[config.mk]
export PLATFORM = sky130hd
export DESIGN_NAME = cla_pipe_adder
export DESIGN_NICKNAME = d
export VERILOG_FILES = /design/src/rtl/cla_pkg.sv /design/src/rtl/cla_gp_slice.sv /design/src/rtl/cla_pipe_adder.sv
export SDC_FILE = /design/constraint.sdc
export NUM_CORES = 1
export LEC_CHECK = 0
export ABC_CLOCK_PERIOD_IN_PS = 2750
export CAP_MARGIN = 15
export CORE_UTILIZATION = 46
export DETAILED_ROUTE_END_ITERATION = 8
export HOLD_SLACK_MARGIN = 0.12
export PLACE_DENSITY = 0.68
export SYNTH_ARGS = -nofsm -noshare
export SYNTH_HDL_FRONTEND = slang
export SYNTH_SLANG_ARGS = --single-unit
[constraint.sdc]
create_clock -name clk -period 2.75 [get_ports clk]
set_clock_uncertainty 0.05 [all_clocks]
set_input_delay 0.4125 -clock clk [delete_from_list [all_inputs] [get_ports clk]]
set_output_delay 0.4125 -clock clk [all_outputs]
set_load 0.01 [all_outputs]
[src/rtl/cla_pkg.sv]
// Shared types and helpers for the carry-pipelined CLA adder/subtractor.
// The stage control record travels with each beat. The beat's sum and
// operand slices are WIDTH-dependent, so they live alongside it in the top.
package cla_pkg;

   // Generate/propagate pair of a bit or a group of bits.
   typedef struct packed {
      logic g;
      logic p;
   } gp_t;

   // Per-stage control record: beat present, carry out of the slice just
   // computed, and the add/sub selector for the slices still to come.
   typedef struct packed {
      logic valid;
      logic carry;
      logic sub;
   } stage_ctrl_t;

   // Number of pipeline stages, one per GROUP-bit slice.
   function automatic int calc_stages(input int width, input int group);
      return width / group;
   endfunction

   // Combine a higher GP pair with the lower, adjacent GP pair.
   function automatic gp_t gp_combine(input gp_t hi, input gp_t lo);
      gp_t r;
      r.g = hi.g | (hi.p & lo.g);
      r.p = hi.p & lo.p;
      return r;
   endfunction

endpackage

[src/rtl/cla_gp_slice.sv]
// Combinational GROUP-bit carry-lookahead slice: sum, carry out, group G/P
// and the carry into the slice MSB (used for signed-overflow detection).
module cla_gp_slice
   import cla_pkg::*;
#(
   parameter int GROUP = 8
) (
   input  logic [GROUP-1:0] a_i,
   input  logic [GROUP-1:0] b_i,
   input  logic             cin_i,
   output logic [GROUP-1:0] sum_o,
   output logic             cout_o,
   output logic             g_o,
   output logic             p_o,
   output logic             cmsb_o
);

   logic [GROUP-1:0] g_bit;
   logic [GROUP-1:0] p_bit;
   logic [GROUP:0]   carry;
   gp_t              gp_pre;

   assign g_bit = a_i & b_i;
   assign p_bit = a_i ^ b_i;

   // Prefix-combine bit G/P so each carry is a flat lookahead term of cin_i.
   always_comb begin
      gp_pre   = '{g: g_bit[0], p: p_bit[0]};
      carry    = '0;
      carry[0] = cin_i;
      carry[1] = gp_pre.g | (gp_pre.p & cin_i);
      for (int i = 1; i < GROUP; i++) begin
         gp_pre       = gp_combine('{g: g_bit[i], p: p_bit[i]}, gp_pre);
         carry[i + 1] = gp_pre.g | (gp_pre.p & cin_i);
      end
   end

   assign sum_o  = p_bit ^ carry[GROUP-1:0];
   assign cout_o = carry[GROUP];
   assign cmsb_o = carry[GROUP-1];
   assign g_o    = gp_pre.g;
   assign p_o    = gp_pre.p;

endmodule

[src/rtl/cla_pipe_adder.sv]
// Carry-pipelined carry-lookahead adder/subtractor with valid/ready
// handshake. Stage k resolves slice k using the carry registered by stage
// k-1; the last stage's registers are the output registers.
// Optional: define CLA_PIPE_FLAGS_EN to add registered out_zero / out_neg.
module cla_pipe_adder
   import cla_pkg::*;
#(
   parameter int WIDTH = 32,
   parameter int GROUP = 8
) (
   input  logic             clk,
   input  logic             rst_n,
   input  logic             in_valid,
   output logic             in_ready,
   input  logic             in_sub,
   input  logic             in_cin,
   input  logic [WIDTH-1:0] in_a,
   input  logic [WIDTH-1:0] in_b,
   output logic             out_valid,
   input  logic             out_ready,
   output logic [WIDTH-1:0] out_sum,
   output logic             out_cout,
   output logic             out_ovf
`ifdef CLA_PIPE_FLAGS_EN
   ,
   output logic             out_zero,
   output logic             out_neg
`endif
);

   localparam int STAGES = calc_stages(WIDTH, GROUP);

   if ((WIDTH % GROUP) != 0) begin : g_bad_width
      $error("cla_pipe_adder: WIDTH must be a multiple of GROUP");
   end

   // Stage registers. Operand vectors carry the not-yet-used upper slices
   // forward; the sum vector accumulates the resolved lower slices.
   stage_ctrl_t      ctrl_q [STAGES];
   logic [WIDTH-1:0] sum_q  [STAGES];
   logic [WIDTH-1:0] a_q    [STAGES];
   logic [WIDTH-1:0] b_q    [STAGES];
   logic [WIDTH-1:0] sum_d  [STAGES];
   logic             ovf_q;

   // Slice inputs/outputs, one set per stage.
   logic [GROUP-1:0]  sl_a   [STAGES];
   logic [GROUP-1:0]  sl_b   [STAGES];
   logic [GROUP-1:0]  sl_sum [STAGES];
   logic [STAGES-1:0] sl_cin;
   logic [STAGES-1:0] sl_cout;
   logic [STAGES-1:0] sl_g;
   logic [STAGES-1:0] sl_p;
   logic [STAGES-1:0] sl_cmsb;

   logic en;

   // Whole pipe advances unless a valid result is being held back.
   assign en       = !out_valid || out_ready;
   assign in_ready = en;

   // Select each stage's operand slice and carry-in; subtraction inverts B.
   always_comb begin
      // NOTE: every comb output gets a default first so no path can infer a latch.
      sl_a      = '{default: '0};
      sl_b      = '{default: '0};
      sl_cin    = '0;
      sl_a[0]   = in_a[GROUP-1:0];
      sl_b[0]   = in_b[GROUP-1:0] ^ {GROUP{in_sub}};
      sl_cin[0] = in_sub | in_cin;
      for (int k = 1; k < STAGES; k++) begin
         sl_a[k]   = a_q[k-1][k*GROUP +: GROUP];
         sl_b[k]   = b_q[k-1][k*GROUP +: GROUP] ^ {GROUP{ctrl_q[k-1].sub}};
         sl_cin[k] = ctrl_q[k-1].carry;
      end
   end

   for (genvar k = 0; k < STAGES; k++) begin : g_stage
      cla_gp_slice #(.GROUP(GROUP)) u_slice (
         .a_i    (sl_a[k]),
         .b_i    (sl_b[k]),
         .cin_i  (sl_cin[k]),
         .sum_o  (sl_sum[k]),
         .cout_o (sl_cout[k]),
         .g_o    (sl_g[k]),
         .p_o    (sl_p[k]),
         .cmsb_o (sl_cmsb[k])
      );
   end

   // Merge each freshly computed slice into the partial sum it travels with.
   always_comb begin
      for (int k = 0; k < STAGES; k++) begin
         sum_d[k] = (k == 0) ? '0 : sum_q[(k == 0) ? 0 : k-1];
         sum_d[k][k*GROUP +: GROUP] = sl_sum[k];
      end
   end

`ifdef CLA_PIPE_FLAGS_EN
   logic zero_q;
   logic neg_q;
`endif

   // Shift all stages together on en; bubbles shift like beats and hold likewise.
   always_ff @(posedge clk or negedge rst_n) begin
      if (!rst_n) begin
         // NOTE: datapath registers are reset too so the outputs read 0 after reset.
         for (int k = 0; k < STAGES; k++) begin
            ctrl_q[k] <= '0;
            sum_q[k]  <= '0;
            a_q[k]    <= '0;
            b_q[k]    <= '0;
         end
         ovf_q <= 1'b0;
`ifdef CLA_PIPE_FLAGS_EN
         zero_q <= 1'b0;
         neg_q  <= 1'b0;
`endif
      end else if (en) begin
         // NOTE: non-blocking assignments let each stage read its predecessor's old value.
         ctrl_q[0] <= '{valid: in_valid, carry: sl_cout[0], sub: in_sub};
         sum_q[0]  <= sum_d[0];
         a_q[0]    <= in_a;
         b_q[0]    <= in_b;
         for (int k = 1; k < STAGES; k++) begin
            ctrl_q[k] <= '{valid: ctrl_q[k-1].valid, carry: sl_cout[k],
                           sub: ctrl_q[k-1].sub};
            sum_q[k]  <= sum_d[k];
            a_q[k]    <= a_q[k-1];
            b_q[k]    <= b_q[k-1];
         end
         ovf_q <= sl_cmsb[STAGES-1] ^ sl_cout[STAGES-1];
`ifdef CLA_PIPE_FLAGS_EN
         zero_q <= (sum_d[STAGES-1] == '0);
         neg_q  <= sum_d[STAGES-1][WIDTH-1];
`endif
      end
   end

   assign out_valid = ctrl_q[STAGES-1].valid;
   assign out_sum   = sum_q[STAGES-1];
   assign out_cout  = ctrl_q[STAGES-1].carry;
   assign out_ovf   = ovf_q;

`ifdef CLA_PIPE_FLAGS_EN
   assign out_zero = zero_q;
   assign out_neg  = neg_q;
`endif

   // Operands past the last slice, group G/P and inner MSB carries are
   // structurally present but not needed downstream.
   logic unused_bits;
   assign unused_bits = ^{a_q[STAGES-1], b_q[STAGES-1], ctrl_q[STAGES-1].sub,
                          sl_g, sl_p, sl_cmsb};

endmodule

==> results of run 1 <==
==> through the flow <==
step	power, uW	hold WS, ns
after global placement	10200	0.392
after detailed placement	10300	0.397
after CTS	13000	0.413
final	12800	0.409
after floorplan	8630	0.0669
after global routing	14000	0.440
==> layout make-up <==
cell class                      count  area, um^2
Clock buffer                       18         439
Timing Repair Buffer              118        1230
Multi-Input combinational cell    704        3600
Fill cell                        1635        7570
Clock inverter                     14         184
Inverter                           17        68.8
Sequential cell                   188        4700
Tap cell                          229         287
==> path summary, 6_finish.rpt <==
path	cells after the start	slack [ns]	end	startpoint
max	7	0.37	out_ovf$_DFFE_PN0P_	ctrl_q[3]$_DFFE_PN0P_
min	2	0.41	ctrl_q[5]$_DFFE_PN0P_	ctrl_q[5]$_DFFE_PN0P_
max reg2reg	7	0.37	out_ovf$_DFFE_PN0P_	ctrl_q[3]$_DFFE_PN0P_
min reg2reg	2	0.41	ctrl_q[5]$_DFFE_PN0P_	ctrl_q[5]$_DFFE_PN0P_
max in group asynchronous	3	1.36	b_q[111]$_DFFE_PN0P_	rst_n
min in group asynchronous	2	0.50	a_q[93]$_DFFE_PN0P_	rst_n
==> logic make-up (layout without fill, tap and decap cells) <==
logic type,after synthesis,after routing
AOI/OAI and AO/OA,93,93
DFF,188,188
adders and majority gates,36,36
and+or+nand+nor,531,531
xor gates and xnor gates,44,44
buffers and inverters,63,167
==> Yosys cell counts (all sizes together) (2+ instances only) <==
library cell  count
a21o              9
nor4              2
xor2             37
nand2           462
and3              2
a211oi            6
o31ai             7
buf              15
a21oi            30
nand3b            2
nor3              9
o21ai            20
nor2             20
o2111ai           2
or4               3
ha               32
o21a              3
a31oi             2
nand2b            6
clkbuf           31
xnor2             7
nor3b             5
nor2b             2
dfrtp           188
inv              17
or3               6
nand3             9
fa                4
a2111oi           2
a21boi            2
==> what timing repair did <==
action / in CTS / in global routing
endpoints found under the hold margin: 68 / 0
hold buffers: 1 / 0
setup buffers: 0 / 0
==> routing by layer <==
layer / vias to the layer above / wire (um) / track usage (%)
met2: 106 / 7190 / 28.9
met5: - / 0 / 0
li1: 3246 / - / -
met1: 2873 / 8140 / 26.2
met3: 22 / 556 / 3.53
met4: 0 / 212 / 6.15
==> power by group through the flow <==
stage | registers [uW] | logic, uW | clock network (uW)
final | 4690 | 5550 | 2580
after global routing | 4870 | 6350 | 2750
after CTS | 4710 | 5600 | 2650
after detailed placement | 4750 | 5550 | 0
after global placement | 4720 | 5430 | 0
after floorplan | 4670 | 3950 | 0
==> registers in the layout, summed over array words and instances, names as in the netlist <==
name,cells
out_ovf,1
b_q,48
sum_d,48
out_sum,32
a_q,48
out_cout,1
ctrl_q,9
out_valid,1
==> worst max-delay path, cell delays in order (launching register included) <==
cell      delay (ns)
dfrtp_1         0.57
xor2_1          0.24
ha_1            0.28
a211oi_2        0.31
o21ai_2         0.12
a31o_4          0.26
a21o_1          0.17
a221o_1         0.28
==> results.yml, run 1 <==
floorplanning:
  rows: 49
  io_pins: 106
  fp.dieArea_mm2: 0.0191
  die_y_um: 138
  die_w_um: 138
  core_area_mm2: 0.0181
  start_util_pct: 47.3
finish:
  drive_above_1_share_pct: 5.10
  diodes: 0
  final_cell_mix: "nand2_1 (462), dfrtp_1 (188), clkdlybuf4s50_1 (104)"
  syn2layout_area_growth_pct: 23.0
  final_nets: 1152
  fin_cells: 1288
  utilization_pct: 58.1
  final_cell_area_mm2: 0.0105
  final_common_cell: "nand2_1"
clock_tree:
  clk_pin_slew_ns: 0.07
  cts.sink_count: 188
  cts_root_buffer: "clkbuf_16"
  clk_latency_ns: 0.43
  numCtsBuffers: 17
  cts_tree: "yes"
  htreeDepth: 4
  cts_resized: 0
  cts_max_path_buffers: 2
global_routing:
  antenna_found_initial: 0
  grt_pass1_vias: 6172
  track_usage_pct: 18.6
  grt-ovfl-total: 0
  grt_start_max_net_pins: 131
  grt_pass1_wl_um: 29000
logic_synthesis:
  synth_top_area_share_pct: 55.0
  synth_edf_count: 0
  syn-num-nets: 1061
  synth_cell_types: 51
  synthMuxAreaShare_pct: 0
  yosys.area_share.simple_pct: 24.7
  netlist_top_cells_area: "dfrtp_1 (55%), nand2_1 (20%), ha_1 (4.7%), xor2_1 (3.8%), a21oi_1 (1.8%)"
  synth-xor-area-share_pct: 4.51
  synth_top_cell_by_area: "dfrtp_1"
  yosysSeqAreaShare_pct: 55.0
  synthAdderAreaFrac_pct: 5.62
  yosys_warnings: 0
  syn_inst: 955
  synthArstFlopShare_pct: 100
  synth-compound-area-share_pct: 7.26
  avgSynthCellArea_um2: 8.95
  synth_top_family_by_area: "simple AND/OR/NAND/NOR gates"
  syn_area_mm2: 0.00855
  postSynthRegisterBits: 188
  ys.flop_type: "dfrtp_1"
place:
  dpl_worst_slack_ns: -0.0273
  placedInstanceArea_mm2: 0.00988
  gp_congestion: 0.806
  dp_cells: 1255
  port_buffers: 105
  dpl.hpwl_um: 10600
status:
  status: "finished with violations"
  violations: "DRC"
worst_setup_path:
  path_max_fanout: 9
  crit_path_start_kind: "flip-flop"
  arrival_ns: 2.65
  cp.required_ns: 3.01
  crit_type: "flip-flop to flip-flop"
  endpoint_kind: "flip-flop"
sta:
  finalMaxSlewViolations: 0
  min_period_over_period_pct: 86.7
  setup_viol: 0
  relSlewSlack_pct: 57.1
  setup_ws_ns: 0.367
  clock.fmax_ghz: 0.420
  rsz0062_at_grt: "no"
  tightest_slew_ns: 0.637
  final-hold-violation-count: 0
  period_needed_ns: 2.38
  setup_tns_ns: 0
power_and_ir_drop:
  combPwrFrac_pct: 43.3
  p_leak_uw: 0.00528
  powerDensity_mw_per_mm2: 1220
  p_sw_uw: 4790
  pwr-share-seq_pct: 36.6
  intPower_uw: 8040
  clkPwrFrac_pct: 20.1
  peakVddDrop_uv: 501
  netSwitchingFraction_pct: 37.4
drt:
  routedWlPerCell_um: 12.5
  vias: 6247
  final_antenna_net_count: 0
  via_per_inst: 4.85
  drc: 10
  drt_pass1_iterations: 6
  drt-total-wl_um: 16100
  drt-initial-drc-count: 411
job:
  drv_cap: 0
worst_hold_path:
  min_path_type: "flip-flop to flip-flop"
No activity file was read; power rests on OpenSTA's default activity.
==> inputs of run 2 (changes only) <==
--- a/config.mk
+++ b/config.mk
@@ -9,6 +9,7 @@
 export CAP_MARGIN = 15
 export CORE_UTILIZATION = 46
 export DETAILED_ROUTE_END_ITERATION = 8
+export GPL_TIMING_DRIVEN = 0
 export HOLD_SLACK_MARGIN = 0.12
 export PLACE_DENSITY = 0.68
 export SYNTH_ARGS = -nofsm -noshare
==> run 2 against run 1 <==
The flow still finishes with violations (DRC). Final area decreased by 0.37%. Global-route usage increased by 3.2 points. Critical path type is now input pin to output port. Non-clock buffer count increased by 33. Utilization decreased by 0.21 points. Highest routed layer unchanged. Clock power decreased by 12%. Routed wire length increased by 20%. Maximum frequency decreased by 9.4%. Sequential share of layout area increased by 0.17 points. First-iteration DRC count increased by 2.9%. Largest power group unchanged. Largest cell class unchanged.
==> results.yml, run 2 (synthesis results as in run 1) <==
floorplanning:
  core_area_mm2: 0.0181
  die_y_um: 138
  fp.dieArea_mm2: 0.0191
  rows: 49
  die_w_um: 138
  io_pins: 106
  start_util_pct: 47.3
finish:
  n_fill_cell: 1642
  multiInputGateArea_mm2: 0.00359
  syn2layout_area_growth_pct: 22.5
  final_cell_mix: "nand2_1 (462), dfrtp_1 (188), clkdlybuf4s50_1 (104)"
  drive_above_1_share_pct: 4.95
  final_nets: 1185
  register_area_mm2: 0.00470
  fin_cells: 1320
  final_common_cell: "nand2_1"
  diodes: 0
global_routing:
  grt_pass1_vias: 6414
  grt_start_max_net_pins: 112
  antenna_found_initial: 0
  track_usage_pct: 21.8
  grt_pass1_wl_um: 32600
  grt-ovfl-total: 0
worst_setup_path:
  path_max_fanout: 19
  endpoint_kind: "output port"
  crit_path_start_kind: "input pin"
  arrival_ns: 2.17
  crit_type: "input pin to output port"
  cp.required_ns: 2.29
drt:
  drt_pass1_iterations: 6
  routedWlPerCell_um: 14.7
  via_per_inst: 4.97
  vias: 6555
  drt-initial-drc-count: 423
  drc: 10
  drt-total-wl_um: 19400
  final_antenna_net_count: 0
clock_tree:
  cts_max_path_buffers: 2
  htreeDepth: 4
  numCtsBuffers: 17
  clk_latency_ns: 0.44
  clk_pin_slew_ns: 0.06
  cts.sink_count: 188
  cts_setup_buffers: 0
  cts_tree: "yes"
  cts_root_buffer: "clkbuf_16"
job:
  drv_cap: 0
power_and_ir_drop:
  powerDensity_mw_per_mm2: 1220
  peakVddDrop_uv: 544
  p_leak_uw: 0.00526
status:
  status: "finished with violations"
  violations: "DRC"
sta:
  tightest_slew_ns: 0.818
  holdWs_ns: 0.416
  setup_viol: 0
  finalMaxSlewViolations: 0
  rsz0062_at_grt: "no"
  relSlewSlack_pct: 45.4
  clock.fmax_ghz: 0.380
  final-hold-violation-count: 0
  min_period_over_period_pct: 95.7
  period_needed_ns: 2.63
place:
  port_buffers: 105
  gp_congestion: 0.859
  dpl.hpwl_um: 13700
  dp_cells: 1290
worst_hold_path:
  min_path_type: "flip-flop to flip-flop"
[run 2: changes by cell type in the layout (fill, tap and decap cells not counted), sizes merged]
| cell | delta |
|---|---|
| clkbuf | +29 |
| buf | +6 |
| inv | -6 |
| clkinvlp | +3 |
| bufinv | -2 |
| clkinv | +2 |
[run 2: report_power, final]
group          internal, uW  switching, uW
clock network          1260           1020
logic                  2550           3170
registers              4000            747
total                  7810           4940
[run 2: worst paths after layout]
kind | slack (ns) | to | cells past startpoint | from
max | 0.12 | in_ready | 5 | out_ready
min | 0.42 | out_sum[20]$_DFFE_PN0P_ | 2 | out_sum[20]$_DFFE_PN0P_
max reg2reg | 0.29 | out_ovf$_DFFE_PN0P_ | 7 | ctrl_q[3]$_DFFE_PN0P_
min reg2reg | 0.42 | out_sum[20]$_DFFE_PN0P_ | 2 | out_sum[20]$_DFFE_PN0P_
max in group asynchronous | 1.20 | sum_d[8]$_DFFE_PN0P_ | 3 | rst_n
min in group asynchronous | 0.60 | b_q[127]$_DFFE_PN0P_ | 2 | rst_n
[run 2: routing by layer]
layer,global-route usage (%),part of all wire (%),vias to the layer above
met3,5.06,5.7,4
met2,35.5,49,140
li1,-,-,3315
met5,0,0,-
met1,29.6,45,3096
met4,5.44,0.38,0
[run 2: through the flow]
step	util [%]	TNS, ns	cell area (um^2)	power (uW)	worst slack (ns)
5_1_grt	57.9	0	10500	13800	0.000526
3_3_place_gp	54.7	-1239.46	9890	10300	-6.59
3_5_place_dp	54.9	-3.15	9920	10500	-0.788
4_1_cts	57.9	0	10500	12900	0.0945
6_report	57.9	0	10500	12700	0.119
2_1_floorplan	-	0	8550	8630	0.311
[run 2: worst max-delay path, cell delays in order]
cell,delay [ns]
clkdlybuf4s50_1,0.40
nor2b_1,0.34
inv_4,0.20
clkbuf_4,0.29
clkdlybuf4s50_1,0.51
[run 2: final cells by class]
class / instances / share of cell area, %
plain buffers: 44 / 1.78
clock buffers: 20 / 4.26
clock inverters: 11 / 0.932
inverters: 17 / 0.633
multi-input cells: 704 / 34.3
flip-flops and latches: 188 / 44.9
well taps: 229 / 2.73
repair buffers: 107 / 10.4
[run 2: repair_timing]
action / 4_1_cts / 5_1_grt
endpoints found under the hold margin: 110 / 0
hold buffers: 1 / 0
endpoints found under the setup margin: 4 / 5
resized for setup: 4 / 1
pin swaps: 0 / 0
==> inputs of run 3 (changes only) <==
--- a/config.mk
+++ b/config.mk
@@ -5,7 +5,7 @@
 export SDC_FILE = /design/constraint.sdc
 export NUM_CORES = 1
 export LEC_CHECK = 0
-export ABC_CLOCK_PERIOD_IN_PS = 2750
+export ABC_CLOCK_PERIOD_IN_PS = 3100
 export CAP_MARGIN = 15
 export CORE_UTILIZATION = 46
 export DETAILED_ROUTE_END_ITERATION = 8
==> constraint.sdc (replaced) <==
create_clock -name clk -period 3.1 [get_ports clk]
set_clock_uncertainty 0.05 [all_clocks]
set_input_delay 0.465 -clock clk [delete_from_list [all_inputs] [get_ports clk]]
set_output_delay 0.465 -clock clk [all_outputs]
set_load 0.01 [all_outputs]
==> run 3 against run 2 <==
The run still ends with DRC left. First-iteration DRC count fell by 2.8%. Sequential share of layout area barely moved. Clock-buffer cell count did not move. Hold slack barely moved. Global-route usage barely moved. Die area did not move. Routed wire length rose by 0.19%. Final area barely moved. Combinational power fell by 11%. Non-clock buffer count rose by 1. Utilization barely moved.
==> results.yml, run 3 (synthesis results as in run 1) <==
status:
  status: "finished with violations"
  violations: "DRC"
place:
  dp_cells: 1290
  dpl_worst_slack_ns: -0.543
  gp_congestion: 0.859
  port_buffers: 105
  dpl.hpwl_um: 13700
power_and_ir_drop:
  combPwrFrac_pct: 45.1
  netSwitchingFraction_pct: 38.8
  peakVddDrop_uv: 488
  pwr-share-seq_pct: 37.0
  p_leak_uw: 0.00525
  powerDensity_mw_per_mm2: 1080
  p_sw_uw: 4400
  clkPwrFrac_pct: 17.9
  intPower_uw: 6930
sta:
  rsz0062_at_grt: "no"
  final-hold-violation-count: 0
  tightest_slew_ns: 0.825
  finalMaxSlewViolations: 0
  setup_ws_ns: 0.188
  relSlewSlack_pct: 45.0
  min_period_over_period_pct: 93.9
  period_needed_ns: 2.91
  clock.fmax_ghz: 0.343
  setup_tns_ns: 0
  setup_viol: 0
global_routing:
  antenna_found_initial: 0
  track_usage_pct: 21.8
  grt_pass1_vias: 6415
  grt_pass1_wl_um: 32600
  grt_start_max_net_pins: 112
  grt-ovfl-total: 0
clock_tree:
  cts_root_buffer: "clkbuf_16"
  cts_tree: "yes"
  clk_latency_ns: 0.43
  cts_max_path_buffers: 2
  numCtsBuffers: 17
  cts.sink_count: 188
  clk_pin_slew_ns: 0.06
  htreeDepth: 4
worst_setup_path:
  endpoint: "in_ready"
  crit_type: "input pin to output port"
  cpPeakStageDelay_ns: 0.61
  startpoint: "out_ready"
  cpMostUsedCell: "clkdlybuf4s50_1"
  r2r_cells: 8
  cp.required_ns: 2.58
  reg2reg_setup_slack_ns: 0.44
  crit_path_start_kind: "input pin"
  endpoint_kind: "output port"
  critical_path.slowest_cell: "clkdlybuf4s50_1"
  path_max_fanout: 19
  path_cells: "clkdlybuf4s50_1 > nor2b_1 > inv_2 > clkbuf_2 > clkdlybuf4s50_1"
  r2r_start: "ctrl_q[3]$_DFFE_PN0P_"
  arrival_ns: 2.40
  r2r_end: "out_ovf$_DFFE_PN0P_"
finish:
  diodes: 0
  fin_cells: 1321
  syn2layout_area_growth_pct: 22.5
  n_fill_cell: 1642
  final_common_cell: "nand2_1"
  final_nets: 1186
  final_cell_mix: "nand2_1 (462), dfrtp_1 (188), clkdlybuf4s50_1 (104)"
  drive_above_1_share_pct: 4.85
drt:
  drc: 10
  drt-total-wl_um: 19400
  drt_pass1_iterations: 8
  final_antenna_net_count: 0
  routedWlPerCell_um: 14.7
  via_per_inst: 4.97
  drt-initial-drc-count: 411
  vias: 6570
floorplanning:
  io_pins: 106
  rows: 49
  fp.dieArea_mm2: 0.0191
  die_y_um: 138
  die_w_um: 138
  core_area_mm2: 0.0181
  start_util_pct: 47.3
worst_hold_path:
  min_path_type: "flip-flop to flip-flop"
job:
  drv_cap: 0
[run 3: timing repair]
item / 4_1_cts / 5_1_grt
resized for setup: 1 / 0
buffers inserted: 0 / 0
setup endpoints to repair: 1 / 0
endpoints found under the hold margin: 110 / 0
hold buffers: 1 / 0
[run 3: final cells by class]
type	instances	area, um^2	share of cell area, %
flip-flops and latches	188	4700	44.9
multi-input cells	704	3590	34.3
repair buffers	107	1090	10.4
clock buffers	20	447	4.26
well taps	229	287	2.74
plain buffers	45	186	1.78
clock inverters	11	97.6	0.932
inverters	17	63.8	0.609
[run 3: power by group through the flow]
stage,logic [uW],clock network [uW],registers (uW)
after global placement,4960,0,4220
final,5110,2030,4190
after floorplan,3510,0,4150
after CTS,5150,2070,4190
after detailed placement,5100,0,4230
after global routing,5770,2170,4320
[run 3: worst min-delay path by stage]
stage / startpoint / end / slack (ns) / depth (start not counted)
after floorplan: rst_n / a_q[104]$_DFFE_PN0P_ / 0.12 / 0
after global placement: ctrl_q[5]$_DFFE_PN0P_ / ctrl_q[5]$_DFFE_PN0P_ / 0.39 / 2
after detailed placement: ctrl_q[5]$_DFFE_PN0P_ / out_valid$_DFFE_PN0P_ / 0.40 / 1
after CTS: ctrl_q[5]$_DFFE_PN0P_ / out_valid$_DFFE_PN0P_ / 0.41 / 1
after global routing: sum_d[45]$_DFFE_PN0P_ / sum_d[13]$_DFFE_PN0P_ / 0.43 / 2
final: out_sum[20]$_DFFE_PN0P_ / out_sum[20]$_DFFE_PN0P_ / 0.42 / 2
[run 3: routing by layer]
metal  routed length (um)  vias to the layer above  GRT usage (%)
li1                     -                     3313              -
met1                 9130                     3108           29.6
met2                 9270                      136           35.4
met3                  833                       13           5.06
met4                  170                        0           5.44
met5                    0                        -              0
[run 3: through the flow]
stage	cell area (um^2)	hold WS [ns]	total power, uW	utilization, %
global route	10500	0.430	12300	57.9
global placement	9890	0.395	9180	54.7
CTS	10500	0.413	11400	57.9
finish	10500	0.416	11300	57.9
floorplan	8550	0.119	7650	-
detailed placement	9920	0.398	9330	54.9
[run 3: worst max-delay path, delay by kind of cell]
kind                   cells  cell delay [ns]
buffers and inverters      4             1.83
and+or+nand+nor            1             0.08
